[src/rtl/gs_pkg.sv]
// -----------------------------------------------------------------------------
// gs_pkg
// Constants and types shared by the graphics pipeline blocks. The viewport
// clipper and the line rasterizer both use these.
//   XMAX / YMAX : last valid screen column / row of the 800x480 screen
//   coord_t     : signed screen coordinate
//   state_t     : line rasterizer sequencing states
// -----------------------------------------------------------------------------
package gs_pkg;

    localparam int XMAX = 799;
    localparam int YMAX = 479;

    typedef logic signed [15:0] coord_t;

    typedef enum logic [1:0] {
        IDLE  = 2'd0,
        SETUP = 2'd1,
        RUN   = 2'd2
    } state_t;

endpackage

[src/rtl/line_raster_if.sv]
// -----------------------------------------------------------------------------
// line_raster_if
// Groups the segment input handshake and the pixel output handshake of
// line_raster.
//   i_valid / o_ready           : segment offered / block can accept a segment
//   i_x1, i_y1, i_x2, i_y2      : signed segment endpoints
//   o_px_valid / i_px_ready     : pixel valid / downstream accepts pixel
//   o_px_x, o_px_y              : signed pixel coordinate
//   o_px_last                   : final (endpoint-2) pixel of the segment
// Modports: slave = rasterizer side, master = segment source / pixel sink.
// -----------------------------------------------------------------------------
interface line_raster_if #(
    parameter int COORD_W = 16
);

    logic                      i_valid;
    logic                      o_ready;
    logic signed [COORD_W-1:0] i_x1;
    logic signed [COORD_W-1:0] i_y1;
    logic signed [COORD_W-1:0] i_x2;
    logic signed [COORD_W-1:0] i_y2;
    logic                      o_px_valid;
    logic                      i_px_ready;
    logic signed [COORD_W-1:0] o_px_x;
    logic signed [COORD_W-1:0] o_px_y;
    logic                      o_px_last;

    modport slave (
        input  i_valid,
        input  i_x1,
        input  i_y1,
        input  i_x2,
        input  i_y2,
        input  i_px_ready,
        output o_ready,
        output o_px_valid,
        output o_px_x,
        output o_px_y,
        output o_px_last
    );

    modport master (
        output i_valid,
        output i_x1,
        output i_y1,
        output i_x2,
        output i_y2,
        output i_px_ready,
        input  o_ready,
        input  o_px_valid,
        input  o_px_x,
        input  o_px_y,
        input  o_px_last
    );

endinterface

[src/rtl/line_raster_step.sv]
// -----------------------------------------------------------------------------
// line_raster_step
// Combinational Bresenham step. Given the current error term, the deltas,
// the step directions and the current point, it returns the error term and
// point of the next pixel. Both axis decisions use the incoming error term,
// so a diagonal step updates both axes at once.
//   i_err           : current error term (COORD_W+2 bits, signed)
//   i_dx, i_dy      : |x2-x1| and -|y2-y1| (COORD_W+1 bits, signed)
//   i_sx_neg/sy_neg : 1 when the axis steps towards smaller coordinates
//   i_cur_x/y       : current pixel
//   o_err, o_x, o_y : values for the next pixel
// -----------------------------------------------------------------------------
module line_raster_step
    import gs_pkg::*;
#(
    parameter int COORD_W = 16
) (
    input  logic signed [COORD_W+1:0] i_err,
    input  logic signed [COORD_W:0]   i_dx,
    input  logic signed [COORD_W:0]   i_dy,
    input  logic                      i_sx_neg,
    input  logic                      i_sy_neg,
    input  logic signed [COORD_W-1:0] i_cur_x,
    input  logic signed [COORD_W-1:0] i_cur_y,
    output logic signed [COORD_W+1:0] o_err,
    output logic signed [COORD_W-1:0] o_x,
    output logic signed [COORD_W-1:0] o_y
);

    logic signed [COORD_W+2:0] e2;
    logic signed [COORD_W+2:0] dx_w;
    logic signed [COORD_W+2:0] dy_w;
    logic                      step_x;
    logic                      step_y;

    always_comb begin
        e2     = {i_err, 1'b0};
        dx_w   = {{2{i_dx[COORD_W]}}, i_dx};
        dy_w   = {{2{i_dy[COORD_W]}}, i_dy};
        step_x = (e2 >= dy_w);
        step_y = (e2 <= dx_w);

        o_err = i_err;
        o_x   = i_cur_x;
        o_y   = i_cur_y;

        if (step_x) begin
            o_err = o_err + {i_dy[COORD_W], i_dy};
            o_x   = i_sx_neg ? (i_cur_x - COORD_W'(1)) : (i_cur_x + COORD_W'(1));
        end
        if (step_y) begin
            o_err = o_err + {i_dx[COORD_W], i_dx};
            o_y   = i_sy_neg ? (i_cur_y - COORD_W'(1)) : (i_cur_y + COORD_W'(1));
        end
    end

endmodule

[src/rtl/line_raster.sv]
// -----------------------------------------------------------------------------
// line_raster
// Bresenham line rasterizer. Accepts one clipped segment (x1,y1)-(x2,y2) per
// handshake and emits its pixels from endpoint 1 to endpoint 2, one per clock
// while the pixel sink is ready.
//   clk, rst_n : system clock, asynchronous active-low reset
//   bus        : line_raster_if.slave (segment in, pixel out handshakes)
//   o_busy     : a segment is in SETUP or RUN
//   o_guard_err: (LINE_RASTER_GUARD_EN only) sticky off-screen pixel flag
// Optional build macro LINE_RASTER_GUARD_EN: off-screen pixels are stepped
// over without being presented, and o_guard_err records that it happened.
// -----------------------------------------------------------------------------
module line_raster #(
    parameter int COORD_W = 16
`ifdef LINE_RASTER_GUARD_EN
    ,
    parameter int XMAX = gs_pkg::XMAX,
    parameter int YMAX = gs_pkg::YMAX
`endif
) (
    input  logic             clk,
    input  logic             rst_n,
    line_raster_if.slave     bus,
    output logic             o_busy
`ifdef LINE_RASTER_GUARD_EN
    ,
    output logic             o_guard_err
`endif
);

    localparam int DW = COORD_W + 1;
    localparam int EW = COORD_W + 2;

    gs_pkg::state_t state_q, state_d;

    logic signed [COORD_W-1:0] x1_q, x1_d;
    logic signed [COORD_W-1:0] y1_q, y1_d;
    logic signed [COORD_W-1:0] x2_q, x2_d;
    logic signed [COORD_W-1:0] y2_q, y2_d;
    logic signed [COORD_W-1:0] cur_x_q, cur_x_d;
    logic signed [COORD_W-1:0] cur_y_q, cur_y_d;
    logic signed [DW-1:0]      dx_q, dx_d;
    logic signed [DW-1:0]      dy_q, dy_d;
    logic                      sx_neg_q, sx_neg_d;
    logic                      sy_neg_q, sy_neg_d;
    logic signed [EW-1:0]      err_q, err_d;

    // Setup arithmetic on the latched endpoints
    logic signed [DW-1:0]      diff_x;
    logic signed [DW-1:0]      diff_y;
    logic signed [DW-1:0]      abs_dx;
    logic signed [DW-1:0]      neg_ady;
    logic signed [EW-1:0]      err_setup;

    // Stepper results
    logic signed [EW-1:0]      err_step;
    logic signed [COORD_W-1:0] x_step;
    logic signed [COORD_W-1:0] y_step;

    logic run_pix;
    logic at_end;
    logic in_range;
    logic pix_show;
    logic advance;

`ifdef LINE_RASTER_GUARD_EN
    localparam logic signed [COORD_W-1:0] XMAX_C = COORD_W'(XMAX);
    localparam logic signed [COORD_W-1:0] YMAX_C = COORD_W'(YMAX);

    logic guard_err_q, guard_err_d;
`endif

    always_comb begin
        diff_x    = {x2_q[COORD_W-1], x2_q} - {x1_q[COORD_W-1], x1_q};
        diff_y    = {y2_q[COORD_W-1], y2_q} - {y1_q[COORD_W-1], y1_q};
        abs_dx    = diff_x[DW-1] ? -diff_x : diff_x;
        neg_ady   = diff_y[DW-1] ? diff_y : -diff_y;
        err_setup = {abs_dx[DW-1], abs_dx} + {neg_ady[DW-1], neg_ady};
    end

    line_raster_step #(
        .COORD_W (COORD_W)
    ) u_step (
        .i_err    (err_q),
        .i_dx     (dx_q),
        .i_dy     (dy_q),
        .i_sx_neg (sx_neg_q),
        .i_sy_neg (sy_neg_q),
        .i_cur_x  (cur_x_q),
        .i_cur_y  (cur_y_q),
        .o_err    (err_step),
        .o_x      (x_step),
        .o_y      (y_step)
    );

    always_comb begin
        run_pix = (state_q == gs_pkg::RUN);
        at_end  = (cur_x_q == x2_q) && (cur_y_q == y2_q);
`ifdef LINE_RASTER_GUARD_EN
        in_range = !cur_x_q[COORD_W-1] && (cur_x_q <= XMAX_C) &&
                   !cur_y_q[COORD_W-1] && (cur_y_q <= YMAX_C);
`else
        in_range = 1'b1;
`endif
        pix_show = run_pix && in_range;
        // A suppressed pixel is consumed internally, so it never waits for
        // the sink.
        advance  = run_pix && (bus.i_px_ready || !in_range);
    end

    always_comb begin
        state_d  = state_q;
        x1_d     = x1_q;
        y1_d     = y1_q;
        x2_d     = x2_q;
        y2_d     = y2_q;
        cur_x_d  = cur_x_q;
        cur_y_d  = cur_y_q;
        dx_d     = dx_q;
        dy_d     = dy_q;
        sx_neg_d = sx_neg_q;
        sy_neg_d = sy_neg_q;
        err_d    = err_q;
`ifdef LINE_RASTER_GUARD_EN
        guard_err_d = guard_err_q;
        if (run_pix && !in_range) begin
            guard_err_d = 1'b1;
        end
`endif

        unique case (state_q)
            gs_pkg::IDLE: begin
                if (bus.i_valid) begin
                    x1_d    = bus.i_x1;
                    y1_d    = bus.i_y1;
                    x2_d    = bus.i_x2;
                    y2_d    = bus.i_y2;
                    state_d = gs_pkg::SETUP;
                end
            end
            gs_pkg::SETUP: begin
                dx_d     = abs_dx;
                dy_d     = neg_ady;
                sx_neg_d = !(x1_q < x2_q);
                sy_neg_d = !(y1_q < y2_q);
                err_d    = err_setup;
                cur_x_d  = x1_q;
                cur_y_d  = y1_q;
                state_d  = gs_pkg::RUN;
            end
            gs_pkg::RUN: begin
                if (advance) begin
                    if (at_end) begin
                        state_d = gs_pkg::IDLE;
                    end else begin
                        err_d   = err_step;
                        cur_x_d = x_step;
                        cur_y_d = y_step;
                    end
                end
            end
            default: begin
                state_d = gs_pkg::IDLE;
            end
        endcase
    end

    always_ff @(posedge clk or negedge rst_n) begin
        if (!rst_n) begin
            state_q  <= gs_pkg::IDLE;
            x1_q     <= '0;
            y1_q     <= '0;
            x2_q     <= '0;
            y2_q     <= '0;
            cur_x_q  <= '0;
            cur_y_q  <= '0;
            dx_q     <= '0;
            dy_q     <= '0;
            sx_neg_q <= 1'b0;
            sy_neg_q <= 1'b0;
            err_q    <= '0;
        end else begin
            state_q  <= state_d;
            x1_q     <= x1_d;
            y1_q     <= y1_d;
            x2_q     <= x2_d;
            y2_q     <= y2_d;
            cur_x_q  <= cur_x_d;
            cur_y_q  <= cur_y_d;
            dx_q     <= dx_d;
            dy_q     <= dy_d;
            sx_neg_q <= sx_neg_d;
            sy_neg_q <= sy_neg_d;
            err_q    <= err_d;
        end
    end

`ifdef LINE_RASTER_GUARD_EN
    always_ff @(posedge clk or negedge rst_n) begin
        if (!rst_n) begin
            guard_err_q <= 1'b0;
        end else begin
            guard_err_q <= guard_err_d;
        end
    end

    assign o_guard_err = guard_err_q;
`endif

    assign bus.o_ready    = (state_q == gs_pkg::IDLE);
    assign bus.o_px_valid = pix_show;
    assign bus.o_px_x     = cur_x_q;
    assign bus.o_px_y     = cur_y_q;
    assign bus.o_px_last  = pix_show && at_end;
    assign o_busy         = (state_q != gs_pkg::IDLE);

endmodule

[src/flat_wrapper.sv]
// flat-port wrapper written by rule: the top's interface ports become plain ports
module line_raster_flat 
#(
    parameter int COORD_W = 16

)
  (clk, rst_n, o_busy, bus_i_valid, bus_i_x1, bus_i_y1, bus_i_x2, bus_i_y2, bus_i_px_ready, bus_o_ready, bus_o_px_valid, bus_o_px_x, bus_o_px_y, bus_o_px_last);
  line_raster_if #(.COORD_W(COORD_W)) bus_i ();
  input  logic clk;
  input  logic rst_n;
  output logic o_busy;
  input wire logic [$bits(bus_i.i_valid)-1:0] bus_i_valid;
  input wire logic [$bits(bus_i.i_x1)-1:0] bus_i_x1;
  input wire logic [$bits(bus_i.i_y1)-1:0] bus_i_y1;
  input wire logic [$bits(bus_i.i_x2)-1:0] bus_i_x2;
  input wire logic [$bits(bus_i.i_y2)-1:0] bus_i_y2;
  input wire logic [$bits(bus_i.i_px_ready)-1:0] bus_i_px_ready;
  output wire logic [$bits(bus_i.o_ready)-1:0] bus_o_ready;
  output wire logic [$bits(bus_i.o_px_valid)-1:0] bus_o_px_valid;
  output wire logic [$bits(bus_i.o_px_x)-1:0] bus_o_px_x;
  output wire logic [$bits(bus_i.o_px_y)-1:0] bus_o_px_y;
  output wire logic [$bits(bus_i.o_px_last)-1:0] bus_o_px_last;
  assign bus_i.i_valid = bus_i_valid;
  assign bus_i.i_x1 = bus_i_x1;
  assign bus_i.i_y1 = bus_i_y1;
  assign bus_i.i_x2 = bus_i_x2;
  assign bus_i.i_y2 = bus_i_y2;
  assign bus_i.i_px_ready = bus_i_px_ready;
  assign bus_o_ready = bus_i.o_ready;
  assign bus_o_px_valid = bus_i.o_px_valid;
  assign bus_o_px_x = bus_i.o_px_x;
  assign bus_o_px_y = bus_i.o_px_y;
  assign bus_o_px_last = bus_i.o_px_last;
  line_raster #(.COORD_W(COORD_W)) u_core (.clk(clk), .rst_n(rst_n), .bus(bus_i), .o_busy(o_busy));
endmodule
[config.mk]
export PLATFORM = sky130hd
export DESIGN_NAME = line_raster_flat
export DESIGN_NICKNAME = d
export VERILOG_FILES = /design/src/rtl/gs_pkg.sv /design/src/rtl/line_raster_if.sv /design/src/rtl/line_raster_step.sv /design/src/rtl/line_raster.sv /design/src/flat_wrapper.sv
export SDC_FILE = /design/constraint.sdc
export NUM_CORES = 1
export LEC_CHECK = 0
export ABC_AREA = 1
export BUFFER_PORTS_ARGS = -buffer_cell sky130_fd_sc_hd__buf_2
export CORE_MARGIN = 8
export CORE_UTILIZATION = 50
export DETAILED_ROUTE_END_ITERATION = 16
export GPL_TIMING_DRIVEN = 0
export PLACE_DENSITY = 0.68
export SYNTH_ARGS = -nofsm -noshare
export SYNTH_HDL_FRONTEND = slang
export SYNTH_SLANG_ARGS = --single-unit
export TNS_END_PERCENT = 50
[constraint.sdc]
create_clock -name clk -period 4.95 [get_ports clk]
set_clock_uncertainty 0.1 [all_clocks]
set_input_delay 0.495 -clock clk [delete_from_list [all_inputs] [get_ports clk]]
set_output_delay 0.495 -clock clk [all_outputs]
set_load 0.03 [all_outputs]
### Word level (Yosys, flattened, before mapping)

Index checks and enable logic that the tools add are counted.

* word-level logic and storage cells: 71
* register bits after elaboration: 152
* output and inout bits: 36
* bits of input ports: 68

* add/sub/neg operators: 11
* magnitude comparators: 4
* reductions and logical operators: 13
* equal/unequal tests: 10
* muxes and demuxes: 21

Operator list (count)
* $mux W16: 8
* $mux W18: 4
* $pmux W16 S2: 2
* $add A18 B18 Y18: 2
* $pmux W18 S2: 1
* $mux W17: 2
* $neg A17 Y17: 2
* $sub A16 B16 Y17: 2
* $add A16 B2 Y16 const B: 2
* $eq A16 B16 Y1: 2
* $lt A16 B16 Y1: 2
* $sub A16 B2 Y16 const B: 2
* $ge A19 B17 Y1: 1
* $le A19 B17 Y1: 1
* $add A17 B17 Y18: 1
* $ne A2 B2 Y1 const B: 5
* $reduce_and A4 Y1: 2
* $mux W2: 3
* $pmux W2 S3: 1
* $reduce_and A3 Y1: 2
* $reduce_bool A2 Y1: 2
* $logic_and A1 B1 Y1: 3
* $eq A2 B1 Y1 const B: 1
* $eq A2 B2 Y1 const B: 1
* other kinds (4): 5

### Logic depth before layout (Yosys ltp)

* depth in word-level cells: 7
* gate-level depth with buffers: 34
* gate-level depth less buffers: 34

### Cells and area by module

Synthesis repeated with hierarchy kept, for this count alone.

* cells, all modules: 2262
* area, all modules: 14884.3 µm²

Modules (own cells, without submodules)
* line_raster: instances 1, area each 9813.2 µm², cells an instance 1348, seq. area each 3803.6 µm²
* line_raster_step: instances 1, area each 5071.1 µm², cells an instance 914, seq. area each 0.0 µm²

### Least setup slack after synthesis

No wires, ideal clock.

* path kind: register -> register
* from: register u_core.x2_q[0]
* to: register u_core.err_q[12]
* data arrival time: 3.935 ns
* clock period less this slack: 4.159 ns
* data required time: 4.726 ns
* library setup time: 0.124 ns
* setup slack: 0.791 ns
* cell stages (with the launch flop): 31
* path buffers: 1
* path through: dfrtp_1 -> inv_1 -> ha_1 -> fa_1 -> inv_1 -> nand2_1 -> nand2_1 -> nand3_1 -> nand2_2 -> nand2_1 -> nand2_1 -> nand2_1 -> nand2_1 -> clkbuf_1 -> o21ai_0 -> fa_1 -> nand2_1 -> nand2_1 -> a21oi_1 -> o21ai_0 -> a21oi_1 -> nor2_1 -> nor2_1 -> o21ai_0 -> nand2_1 -> nand3_1 -> nand2_1 -> inv_2 -> or2_1 -> nand3_1 -> a2bb2oi_1

* longest elaborated chain between the ends: 5
* elaborated cells between the ends (all ways): 9
* those cells by class: add/sub: 3; eq/ne: 2; mux: 2; reduce/logical: 2

Ends and longest elaborated chain
* start: declaration: line line_raster.sv:38 `logic signed [COORD_W-1:0] x2_q, x2_d;`
* start signal: assignment: line line_raster.sv:173 `x2_q <= '0;`
* start signal: assignment: line line_raster.sv:186 `x2_q <= x2_d;`
* $sub A16 B16 Y17 (*): line line_raster.sv:74 `diff_x = {x2_q[COORD_W-1], x2_q} - {x1_q[COORD_W-1], x1_q};`
* $neg A17 Y17: line line_raster.sv:76 `abs_dx = diff_x[DW-1] ? -diff_x : diff_x;`
* $mux W17 (*): line line_raster.sv:76
* net u_core.abs_dx[1]: line line_raster.sv:51 `logic signed [DW-1:0] abs_dx;`
* $add A17 B17 Y18 (*): line line_raster.sv:78 `err_setup = {abs_dx[DW-1], abs_dx} + {neg_ady[DW-1], neg_ady};`
* $pmux W18 S2 (*): line line_raster.sv:131 `unique case (state_q)`
* end signal: assignment: line line_raster.sv:194 `err_q <= err_d;`
* end: declaration: line line_raster.sv:46 `logic signed [EW-1:0] err_q, err_d;`

The timed path passes the listed nets; every way through them passes the cells marked *.
A chain may end at the register's enable or synchronous reset.

### Worst setup path in the final report

* from: register u_core.x1_q[0]
* to: register u_core.err_q[17]

* longest elaborated chain between the ends: 5

Ends and longest elaborated chain
* start: declaration: line line_raster.sv:36 `logic signed [COORD_W-1:0] x1_q, x1_d;`
* start signal: assignment: line line_raster.sv:171 `x1_q <= '0;`
* start signal: assignment: line line_raster.sv:184 `x1_q <= x1_d;`
* $sub A16 B16 Y17 (*): line line_raster.sv:74
* $neg A17 Y17: line line_raster.sv:76
* $mux W17 (*): line line_raster.sv:76
* net u_core.abs_dx[3]: line line_raster.sv:51
* $add A17 B17 Y18 (*): line line_raster.sv:78
* $pmux W18 S2 (*): line line_raster.sv:131

Marks and branches as above.

==> reports/qor.tcl <==
set qor(gr-usage-all-layers_pct) 27.2
set qor(start_util_pct) 50.6
set qor(finalHoldWorstSlack_ns) 0.140
set qor(reg2reg_slack_ns) 0.35
set qor(post-route-period-util_pct) 93.0
set qor(layout.nets) 2373
set qor(rr_endpoint) {u_core.err_q[17]$_DFFE_PN0P_}
set qor(ios) 104
set qor(vias_in_the_first_global_route) 13549
set qor(cts.sink_count) 152
set qor(place_congestion) 0.978
set qor(timing.max_slew.rel_slack_pct) 26.4
set qor(clkSlewWorstSetupHoldPaths_ns) 0.07
set qor(worstHoldStart) {bus_i_x2[11]}
set qor(tritoncts) {yes}
set qor(post_drt_wl_per_cell_um) 17.8
set qor(synthFlopType) {sky130_fd_sc_hd__dfrtp_1}
set qor(synth_seq_area_share_pct) 27.2
set qor(min_path_type) {input pin to register}
set qor(yosysWarnings) 0
set qor(count_of_placed_standard_cells_including_taps) 2498
set qor(crit_path_max_fanout) 6
set qor(synth_async_sr_flop_share_pct) 100
set qor(netlist_top_cells_count) {sky130_fd_sc_hd__nand2_1, sky130_fd_sc_hd__inv_1, sky130_fd_sc_hd__o21ai_0}
set qor(dr_total_vias) 13892
set qor(netlist.area_leader.share_pct) 27.2
set qor(timing.fmax_mhz) 217
set qor(detail_route.iter0.violations) 1046
set qor(postLayoutCoreUtil_pct) 57.1
set qor(finish.cell_count_without_fillers) 2534
set qor(clkLatencyLatePin_ns) 0.45
set qor(grt_antenna_before_repair) 0
set qor(synthToLayoutAreaGrowth_pct) 12.8
set qor(run_status) {complete, no violations}
set qor(synth_cell_type_count) 54
set qor(pin_count_of_the_biggest_net_entering_global_routing) 93
set qor(synthesized_area_divided_by_synthesized_cell_count_um2) 6.93
set qor(buffer_ports.inserted) 103
set qor(post-route-min-period_ns) 4.60
set qor(critical-path-top-delay-family) {simple AND/OR/NAND/NOR gates}
set qor(mappedNetlistNets) 2245
set qor(max_stage_delay_ns) 0.43
set qor(timing_hold_violations_final) 0
set qor(core-area_um2) 27600
set qor(synth_cells) 2016
set qor(cp.arrival_ns) 4.83
set qor(n_antenna_cell) 0
set qor(yosys_reg_bits) 152
set qor(final_ant_viol_nets) 0
set qor(finalWirelength_mm) 45.1
set qor(die_width_um) 183
set qor(worst_max_slew_pin_slew_ns) 1.10
set qor(core.rowCount) 61
set qor(vias_per_cell) 5.48
set qor(wire_length_of_the_first_global_routing_pass_mm) 71.7
set qor(worst_flop_to_flop_path_startpoint) {u_core.x1_q[0]$_DFFE_PN0P_}
set qor(layout_cell_share_with_drive_strength_beyond_1_pct) 11.4
set qor(timing.setup.critical_path_class) {register to register}
set qor(path_buf_inv) 3
set qor(start_kind) {register}
set qor(cp.required_ns) 5.18
set qor(die-height_um) 183
set qor(cp_common_cell) {sky130_fd_sc_hd__nand2_1}
set qor(min_delay_path_depth) 3
set qor(synth_top_cell_by_area) {sky130_fd_sc_hd__dfrtp_1}
set qor(die-area_um2) 33600
set qor(edff_count_synth) 0
set qor(synthTopCellsByArea) {sky130_fd_sc_hd__dfrtp_1, sky130_fd_sc_hd__nand2_1, sky130_fd_sc_hd__ha_1}
set qor(global_route.overflow_total) 0
set qor(tritoncts.num_buffers) 17
set qor(crit_path_end_kind) {register}
set qor(setup_total_negative_slack_ns) 0
set qor(drt_pre_antenna_iters) 5
set qor(mappedNetlistArea_um2) 14000
set qor(detail_route.drc_violations) 0
set qor(htree_levels) 4
set qor(cap_viol_max_count) 0
set qor(cts-root-to-sink-buffers) 2
set qor(dp_hpwl_mm) 36.3
set qor(timing.final.setup_violations) 0
set qor(cpMaxStageDelayCell) {sky130_fd_sc_hd__dfrtp_1}
set qor(worstRegToRegCells) 33
set qor(post-synth-top-count-cell) {sky130_fd_sc_hd__nand2_1}
set qor(final_max_slew_viol_count) 0
set qor(clk_root_buffer_cell) {sky130_fd_sc_hd__clkbuf_16}
set qor(hold_end) {u_core.x2_q[11]$_DFFE_PN0P_}
## what timing repair did
item                       in CTS  in global routing
hold buffers                    1                  0
pin swaps                       0                  4
setup endpoints to repair       4                 10
setup buffers                   0                  4
resized for setup               1                 43
hold endpoints to repair       60                  0
## routing by layer
layer	global-route usage [%]	vias up	part of all wire, %
li1	-	6913	-
met1	35.1	6358	44
met2	43.3	502	44
met3	4.25	119	6.3
met4	14.3	0	5.3
met5	0	-	0
## flip-flops by register name (all words and copies together), names as in the netlist
signal	flops
u_core.bus.o_px_x	16
u_core.bus.o_px_y	16
u_core.dx_q	17
u_core.dy_q	17
u_core.err_q	18
u_core.state_q	2
u_core.sx_neg_q	1
u_core.sy_neg_q	1
u_core.x1_q	16
u_core.x2_q	16
u_core.y1_q	16
u_core.y2_q	16
## cell usage in the layout, fill, tap and decap left out, types with 5 or more instances in the layout
| cell | instances |
|---|---|
| sky130_fd_sc_hd__xnor2_1 | 44 |
| sky130_fd_sc_hd__buf_2 | 114 |
| sky130_fd_sc_hd__o21ai_1 | 17 |
| sky130_fd_sc_hd__a2bb2oi_1 | 6 |
| sky130_fd_sc_hd__nor3_1 | 22 |
| sky130_fd_sc_hd__inv_6 | 5 |
| sky130_fd_sc_hd__buf_4 | 6 |
| sky130_fd_sc_hd__a31oi_1 | 13 |
| sky130_fd_sc_hd__clkbuf_16 | 17 |
| sky130_fd_sc_hd__o21bai_1 | 5 |
| sky130_fd_sc_hd__a211oi_1 | 5 |
| sky130_fd_sc_hd__a22oi_1 | 5 |
| sky130_fd_sc_hd__nand3b_1 | 8 |
| sky130_fd_sc_hd__or2_2 | 18 |
| sky130_fd_sc_hd__o21ai_0 | 174 |
| sky130_fd_sc_hd__inv_1 | 240 |
| sky130_fd_sc_hd__inv_2 | 15 |
| sky130_fd_sc_hd__nor2_1 | 91 |
| sky130_fd_sc_hd__nor4_1 | 8 |
| sky130_fd_sc_hd__fa_1 | 7 |
| sky130_fd_sc_hd__nand2_2 | 21 |
| sky130_fd_sc_hd__o211ai_1 | 7 |
| sky130_fd_sc_hd__nor2_2 | 7 |
| sky130_fd_sc_hd__a21oi_1 | 145 |
| sky130_fd_sc_hd__nand4_1 | 26 |
| sky130_fd_sc_hd__xor2_1 | 52 |
| sky130_fd_sc_hd__ha_1 | 150 |
| sky130_fd_sc_hd__clkbuf_1 | 28 |
| sky130_fd_sc_hd__nand3_1 | 94 |
| sky130_fd_sc_hd__o22ai_1 | 5 |
| sky130_fd_sc_hd__nand2_1 | 570 |
| sky130_fd_sc_hd__dfrtp_1 | 151 |
| sky130_fd_sc_hd__a21o_1 | 8 |
## kinds of logic after synthesis
family	share of synthesized area, %
AO/OA/AOI/OAI	16.3
XOR/XNOR	6.37
adder cells (fa/ha/maj)	14.8
buffers and inverters	8.21
flip-flops	27.2
AND/OR/NAND/NOR	27.1
## how the worst max path moves through the flow
| stage | startpoint | end | slack (ns) | cells past startpoint |
|---|---|---|---|---|
| finish | u_core.x1_q[0]$_DFFE_PN0P_ | u_core.err_q[17]$_DFFE_PN0P_ | 0.35 | 33 |
| CTS | u_core.y1_q[0]$_DFFE_PN0P_ | u_core.err_q[12]$_DFFE_PN0P_ | 0.03 | 29 |
| floorplan | u_core.x2_q[0]$_DFFE_PN0P_ | u_core.err_q[12]$_DFFE_PN0P_ | 0.79 | 30 |
| global route | u_core.x2_q[0]$_DFFE_PN0P_ | u_core.err_q[17]$_DFFE_PN0P_ | -0.01 | 34 |
| detailed placement | u_core.x1_q[0]$_DFFE_PN0P_ | u_core.err_q[12]$_DFFE_PN0P_ | -0.07 | 29 |
| global placement | u_core.x2_q[0]$_DFFE_PN0P_ | u_core.err_q[12]$_DFFE_PN0P_ | -0.03 | 30 |
## worst reg2reg max path, delay by kind of cell, from the launching register on
kind	cells	cell delay [ns]
simple gates	24	2.23
compound gates	2	0.32
xor+xnor	1	0.20
flops	1	0.43
buf+inv	3	0.30
fa+ha+maj	3	0.92
## through the flow
step,setup slack [ns],cell area [um^2]
detailed placement,-0.0677,15000
global placement,-0.0313,15000
floorplan,0.791,14000
finish,0.347,15800
CTS,0.0293,15600
global route,-0.0138,15800
## cell type report
cell class / instances / area (um^2)
Clock inverter: 14 / 188
Fill cell: 2712 / 11900
Multi-Input combinational cell: 1563 / 9130
Clock buffer: 17 / 425
Buffer: 44 / 195
Tap cell: 378 / 473
Inverter: 257 / 965
Timing Repair Buffer: 109 / 593
Sequential cell: 152 / 3800
Power is not shown: default switching activity piles up to over one toggle a cycle in this logic, so the estimate is an artifact.
